[config.mk]
export PLATFORM = sky130hd
export DESIGN_NAME = memory_stage
export DESIGN_NICKNAME = d
export VERILOG_FILES = /design/src/rtl/memory_stage.sv
export SDC_FILE = /design/constraint.sdc
export NUM_CORES = 1
export LEC_CHECK = 0
export ABC_AREA = 0
export BUFFER_PORTS_ARGS = -buffer_cell sky130_fd_sc_hd__buf_4
export CORE_ASPECT_RATIO = 0.75
export CORE_UTILIZATION = 38
export DETAILED_ROUTE_END_ITERATION = 12
export PLACE_DENSITY_LB_ADDON = 0.2
export SLEW_MARGIN = 5
export SYNTH_ARGS = -nofsm -noshare
export SYNTH_HDL_FRONTEND = slang
export SYNTH_SLANG_ARGS = --single-unit
[constraint.sdc]
create_clock -name clk -period 1.9 [get_ports clk]
set_input_delay 0.19 -clock clk [delete_from_list [all_inputs] [get_ports clk]]
set_output_delay 0.19 -clock clk [all_outputs]
set_load 0.05 [all_outputs]
[src/rtl/memory_stage.sv]
// Memory stage: M and W pipeline registers, data-memory access FSM,
// stall generation, misalignment and watchdog error reporting.
module memory_stage (
    input  logic        clk,
    input  logic        rst,
    input  logic        ex_valid,
    input  logic [1:0]  ex_mem_op,
    input  logic [1:0]  ex_wb_sel,
    input  logic [4:0]  ex_rd,
    input  logic        result_P,
    input  logic [31:0] result_I,
    input  logic [31:0] result_F,
    input  logic [31:0] Wdata,
    input  logic        flush,
    output logic        dmem_req,
    output logic        dmem_we,
    output logic [31:0] dmem_addr,
    output logic [31:0] dmem_wdata,
    input  logic        dmem_ack,
    input  logic [31:0] dmem_rdata,
    output logic        mm_stall,
    output logic        pval_mm,
    output logic [31:0] rval_mm,
    output logic [31:0] fval_mm,
    output logic        wb_valid,
    output logic [1:0]  wb_sel,
    output logic [4:0]  wb_rd,
    output logic [31:0] wb_data,
    output logic        wb_pdata,
    output logic        mem_err
);
    localparam logic [1:0] OP_LOAD  = 2'b01;
    localparam logic [1:0] OP_STORE = 2'b10;
    localparam logic [1:0] SEL_F    = 2'b11;
    localparam logic [7:0] WD_LAST  = 8'd254;

    typedef enum logic {
        ST_IDLE,
        ST_ACCESS
    } state_t;

    typedef struct packed {
        logic        valid;
        logic [1:0]  op;
        logic [1:0]  sel;
        logic [4:0]  rd;
        logic        p;
        logic [31:0] ri;
        logic [31:0] rf;
        logic [31:0] wd;
    } m_t;

    state_t      r_state;
    logic [7:0]  r_wdog;
    m_t          r_m;
    logic        r_err;
    logic        r_wb_valid;
    logic [1:0]  r_wb_sel;
    logic [4:0]  r_wb_rd;
    logic [31:0] r_wb_data;
    logic        r_wb_pdata;

    logic        w_ex_mem;
    logic        w_ex_go;
    logic        w_access;
    logic        w_wd_expire;
    logic        w_stall;
    logic        w_m_mem;
    logic        w_m_mis;
    logic        w_m_retire;
    logic [31:0] w_m_data;

    assign w_ex_mem = (ex_mem_op == OP_LOAD) || (ex_mem_op == OP_STORE);
    assign w_ex_go  = ex_valid & ~flush & w_ex_mem
                    & (result_I[1:0] == 2'b00);

    // The 255th unacknowledged ACCESS cycle abandons the request.
    assign w_access    = (r_state == ST_ACCESS);
    assign w_wd_expire = w_access & ~dmem_ack & (r_wdog == WD_LAST);
    assign w_stall     = w_access & ~dmem_ack & ~w_wd_expire;

    assign w_m_mem = (r_m.op == OP_LOAD) || (r_m.op == OP_STORE);
    assign w_m_mis = r_m.valid & w_m_mem & (r_m.ri[1:0] != 2'b00);

    assign w_m_retire = r_m.valid & ~w_m_mis & ~w_wd_expire
                      & (r_m.op != OP_STORE);

    assign w_m_data = (r_m.op == OP_LOAD) ? dmem_rdata :
                      (r_m.sel == SEL_F)  ? r_m.rf     :
                                            r_m.ri;

    always_ff @(posedge clk or negedge rst) begin
        if (!rst) begin
            r_state <= ST_IDLE;
            r_wdog  <= '0;
        end else if (!w_stall) begin
            r_state <= w_ex_go ? ST_ACCESS : ST_IDLE;
            r_wdog  <= '0;
        end else begin
            r_wdog  <= r_wdog + 8'd1;
        end
    end

    always_ff @(posedge clk or negedge rst) begin
        if (!rst) begin
            r_m <= '0;
        end else if (!w_stall) begin
            r_m <= '{
                valid: ex_valid & ~flush,
                op:    ex_mem_op,
                sel:   ex_wb_sel,
                rd:    ex_rd,
                p:     result_P,
                ri:    result_I,
                rf:    result_F,
                wd:    Wdata
            };
        end
    end

    always_ff @(posedge clk or negedge rst) begin
        if (!rst) begin
            r_wb_valid <= 1'b0;
            r_wb_sel   <= '0;
            r_wb_rd    <= '0;
            r_wb_data  <= '0;
            r_wb_pdata <= 1'b0;
        end else if (w_stall) begin
            r_wb_valid <= 1'b0;
        end else begin
            r_wb_valid <= w_m_retire;
            r_wb_sel   <= r_m.sel;
            r_wb_rd    <= r_m.rd;
            r_wb_data  <= w_m_data;
            r_wb_pdata <= r_m.p;
        end
    end

    always_ff @(posedge clk or negedge rst) begin
        if (!rst) begin
            r_err <= 1'b0;
        end else if (w_wd_expire || (w_m_mis && !w_stall)) begin
            r_err <= 1'b1;
        end
    end

    assign dmem_req   = w_access;
    assign dmem_we    = w_access & (r_m.op == OP_STORE);
    assign dmem_addr  = w_access ? r_m.ri : '0;
    assign dmem_wdata = w_access ? r_m.wd : '0;
    assign mm_stall   = w_stall;

    assign pval_mm = r_m.p;
    assign rval_mm = r_m.ri;
    assign fval_mm = r_m.rf;

    assign wb_valid = r_wb_valid;
    assign wb_sel   = r_wb_sel;
    assign wb_rd    = r_wb_rd;
    assign wb_data  = r_wb_data;
    assign wb_pdata = r_wb_pdata;
    assign mem_err  = r_err;
endmodule

======== Yosys cells after proc, flatten, opt, wreduce, memory -nomap -nowiden ========
Index checks and enable logic that the tools add are counted.
W data, S select, Z words.
storage, ports and cells
  output and inout port bits .............. 174
  bits of input ports ..................... 143
  bits in registers ....................... 158
  word-level logic and storage cells ...... 54
cells by class
  $add $sub $neg .......................... 1
  equality and inequality tests ........... 7
  reduce and logical (&&, ||, !) cells .... 7
  bitwise gates (word level) .............. 16
  muxes and demuxes ....................... 7
operators with widths
  cell                   count
  $mux W32               4
  $and A1 B1 Y1          12
  $add A8 B1 Y8 const B  1
  $eq A8 B8 Y1 const B   1
  $mux W8                1
  $eq A2 B2 Y1 const B   3
  $eq A2 B1 Y1 const B   2
  $not A1 Y1             4
  $logic_or A1 B1 Y1     3
  $logic_not A2 Y1       1
  $mux W1                2
  $ne A2 B2 Y1 const B   1
  $reduce_bool A2 Y1     1
  $logic_and A1 B1 Y1    1
  $logic_not A1 Y1       1

======== Longest topological paths before layout ========
  word-level depth ........................ 9
  gate-level depth with buffers ........... 7
  gate-level depth less buffers ........... 5

======== Worst setup path after synthesis ========
Ideal clock, no wire load.
  path kind ............................... reg-to-reg
  start ................................... reg r_wdog[0]
  end ..................................... reg r_wb_sel[0] (netlist: wb_sel[0])
  data required time ...................... 1.772 ns
  path buffers ............................ 2
  library setup time ...................... 0.128 ns
  cell stages (with the launch flop) ...... 8
  setup slack ............................. 0.084 ns
  data arrival time ....................... 1.688 ns
  period minus slack after synthesis ...... 1.816 ns
  cell sequence ........................... dfrtp_1 -> inv_1 -> ha_1 -> nand3_1 -> o21ai_2 -> buf_6 -> buf_6 -> mux2_1
between the ends
  cells in the longest elaborated chain, start to end .. 4
RTL lines
  item                      RTL line  text
  start: declaration        54        logic [7:0] r_wdog;
  start signal: assignment  100       r_wdog <= r_wdog + 8'd1;
  $eq A8 B8 Y1              79        assign w_wd_expire = w_access & ~dmem_ack & (r_wdog == WD_LAST);
  $and A1 B1 Y1             79
  $not A1 Y1                80        assign w_stall = w_access & ~dmem_ack & ~w_wd_expire;
  $and A1 B1 Y1             80
  end signal: assignment    132       r_wb_sel <= r_m.sel;
  end: declaration          58        logic [1:0] r_wb_sel;
Every way passes these cells.
A chain may end at the register's enable or synchronous reset.

======== Final worst setup path ========
  start ................................... reg r_wdog[0]
  end ..................................... out mm_stall
between the ends
  cells in the longest elaborated chain, start to end .. 4
RTL lines
  item              RTL line  text
  $eq A8 B8 Y1      79
  $and A1 B1 Y1     79
  $not A1 Y1        80
  $and A1 B1 Y1     80
  end: declaration  21        output logic mm_stall,
Every way passes these cells.

==> metrics.csv <==
metric,value,unit
part of the cycle the worst path needs,101,%
via count of the routed design,6354,
Worst EP arrival,1.74,ns
Post-DP HPWL,15000,um
CP required,1.71,ns
RSZ-0062 raised after global routing,true,
Crit. End Element,primary output,
status,"complete, but fails checks",
TritonCTS Buffers,17,
die area,0.0213,mm^2
Finish-stage setup viols,1,
via/cell ratio,4.86,
critical path peak fanout,6,
Worst Setup Path Type,register to primary output,
Finished Cell Area,0.0122,mm^2
DRT iter0 DRCs,233,
ant diodes,0,
Post-Route Setup TNS,-0.0275,ns
fin crit period,1.93,ns
first-pass GRT wire length,34700,um
fin worst setup slack,-0.0275,ns
DRT Wirelength,22000,um
clock buffer depth,2,
Register Area,0.00396,mm^2
fill count,1670,
Yosys top cell by area,dfrtp_1,
initial antenna violation count,0,
Setup Skew,0.0111,ns
Syn Inst Count,656,
total power,9.66,mW
wire per inst,16.8,um
syn nets,803,
Top-Level Pins,317,
Layout Cells excl Fill,1308,
Clock Root Buffer,clkbuf_16,
failing checks,setup timing,
CTS tree,done,
number of H-tree levels,4,
Initial Utilization,38.8,%
post-route ant nets,0,
largest net degree at the start of global routing,68,
pre-CTS setup slack,0.0434,ns
drt pass-1 iters,4,
most frequent cells after synthesis,"dfrtp_1 (158), mux2_1 (74), mux2_2 (72), and2_1 (66), buf_4 (64)",
final hold vios,0,
most common cell in the netlist,dfrtp_1,
placed cells,1155,
Slew Limit Fails,0,
syn_area_per_cell,12.0,um^2
number of global-route vias before repair,6587,
synth warn,0,
Least-Margin Pin Slew,0.563,ns
Area after DPL,0.0103,mm^2
fmax,0.519,GHz
Total Routing Usage GR,20.8,%
R2R depth,8,
die width,168,um
PD cells,794,mW/mm^2
ys async rst share,100,%
clock transition at the registers of the reported paths,0.07,ns
Syn-to-layout area delta,54.7,%
synth top area cells,"dfrtp_1 (50%), mux2_1 (11%), mux2_2 (10%)",
Yosys cell types,35,
MaxCap Viol Count,0,
layout cells sized above 1,45.3,%
Final Wtd Congestion,0.815,
post-layout util,60.0,%
"Primary FF master, synth",dfrtp_1,
# DRC,0,
Final Net Count,1184,
total clock sinks,158,
worst min-delay path class,input port to register,
Post-Syn Area,0.00787,mm^2
Core Box Area,0.0203,mm^2
Rows,45,
"EDFF count, synth",0,
Die Y,127,um
Yosys reg bits,158,
Hold WS,0.0195,ns
startpoint types,register,
Leak Pwr,5.73,nW
multi-input logic area,0.00307,mm^2
remaining global-route overflow,0,
"IR drop worst, VDD",0.441,mV
Port Buf Inserts,316,
clk_lat worst skew,0.42,ns
relative slew slack,62.5,%
hold path depth,2,
top cell type's share of synthesized area,50.3,%
sequential share of the synthesized area,50.3,%
## where the power goes
part / internal [mW] / switching (mW) / total [mW]
Clock: 2.01 / 1.57 / 3.59
Combinational: 0.947 / 1.35 / 2.30
Sequential: 3.61 / 0.166 / 3.78
## placed cells by master, fill, tap and decap left out, types with 3 or more instances in the layout
| cell type | instances |
|---|---|
| inv_6 | 7 |
| mux2_2 | 72 |
| buf_6 | 4 |
| a21oi_1 | 6 |
| buf_4 | 342 |
| inv_8 | 3 |
| inv_1 | 39 |
| nand4b_1 | 33 |
| dfrtp_1 | 157 |
| o311ai_0 | 33 |
| and2_1 | 66 |
| nand2b_1 | 3 |
| nand2_1 | 34 |
| mux2_1 | 74 |
| dlygate4sd3_1 | 105 |
| clkbuf_16 | 19 |
| buf_12 | 15 |
| nor2_1 | 3 |
## timing repair
item | CTS | global route
pin swaps | 1 | 1
gates resized for setup | 5 | 8
setup buffers | 3 | 11
hold endpoints to repair | 152 | 0
hold buffers | 105 | 0
cloned | 0 | 2
endpoints found under the setup margin | 66 | 66
## path summary, 6_finish.rpt
check,startpoint,to,slack (ns)
worst min-delay path,ex_mem_op[0],r_m[104],0.02
max in group asynchronous,rst,wb_data[21],0.99
min in group asynchronous,rst,r_m[1],0.30
worst max-delay path,r_wdog[0],mm_stall,-0.03
worst min register to register,r_m[16],r_m[16],0.48
worst max register to register,r_wdog[0],rval_mm[23],0
## layer usage
metal	GRT usage, %	vias up	part of all wire [%]
li1	-	2992	-
met1	25.7	3151	43
met2	36.0	195	49
met3	5.59	16	6.2
met4	5.83	0	1.2
met5	0	-	0
## state kept, by name, indices dropped and copies added (netlist names)
register,flops
wb_data,32
mem_err,1
wb_pdata,1
dmem_req,1
wb_sel,2
r_m,42
pval_mm,1
fval_mm,32
wb_rd,5
wb_valid,1
r_wdog,8
rval_mm,32
## worst max-delay path, cell delays in order (launching register included)
cell     delay [ns]
dfrtp_1        0.38
inv_1          0.06
ha_2           0.20
nand3_4        0.08
o21ai_4        0.19
buf_12         0.13
buf_12         0.11
inv_4          0.03
buf_8          0.13
## final cells by class
type                            instances  area share [%]
Multi-Input combinational cell        350            25.3
Timing Repair Buffer                  470            33.2
Tap cell                              258            2.65
Sequential cell                       158            32.5
Clock buffer                           17            3.50
Inverter                               40            1.25
Clock inverter                         15            1.58
## kinds of logic (layout without fill, tap and decap cells)
family / count (synthesis) / count (layout) / synth area share [%]
AND/OR/NAND/NOR: 148 / 148 / 11.7
XOR/XNOR: 2 / 2 / 0.223
AO/OA/AOI/OAI: 49 / 49 / 4.99
adder cells (fa/ha/maj): 4 / 4 / 0.636
flip-flops: 158 / 158 / 50.3
buffers and inverters: 148 / 542 / 11.1
multiplexers: 147 / 147 / 21.0
Note: power is estimated with default switching activity, not from simulation.
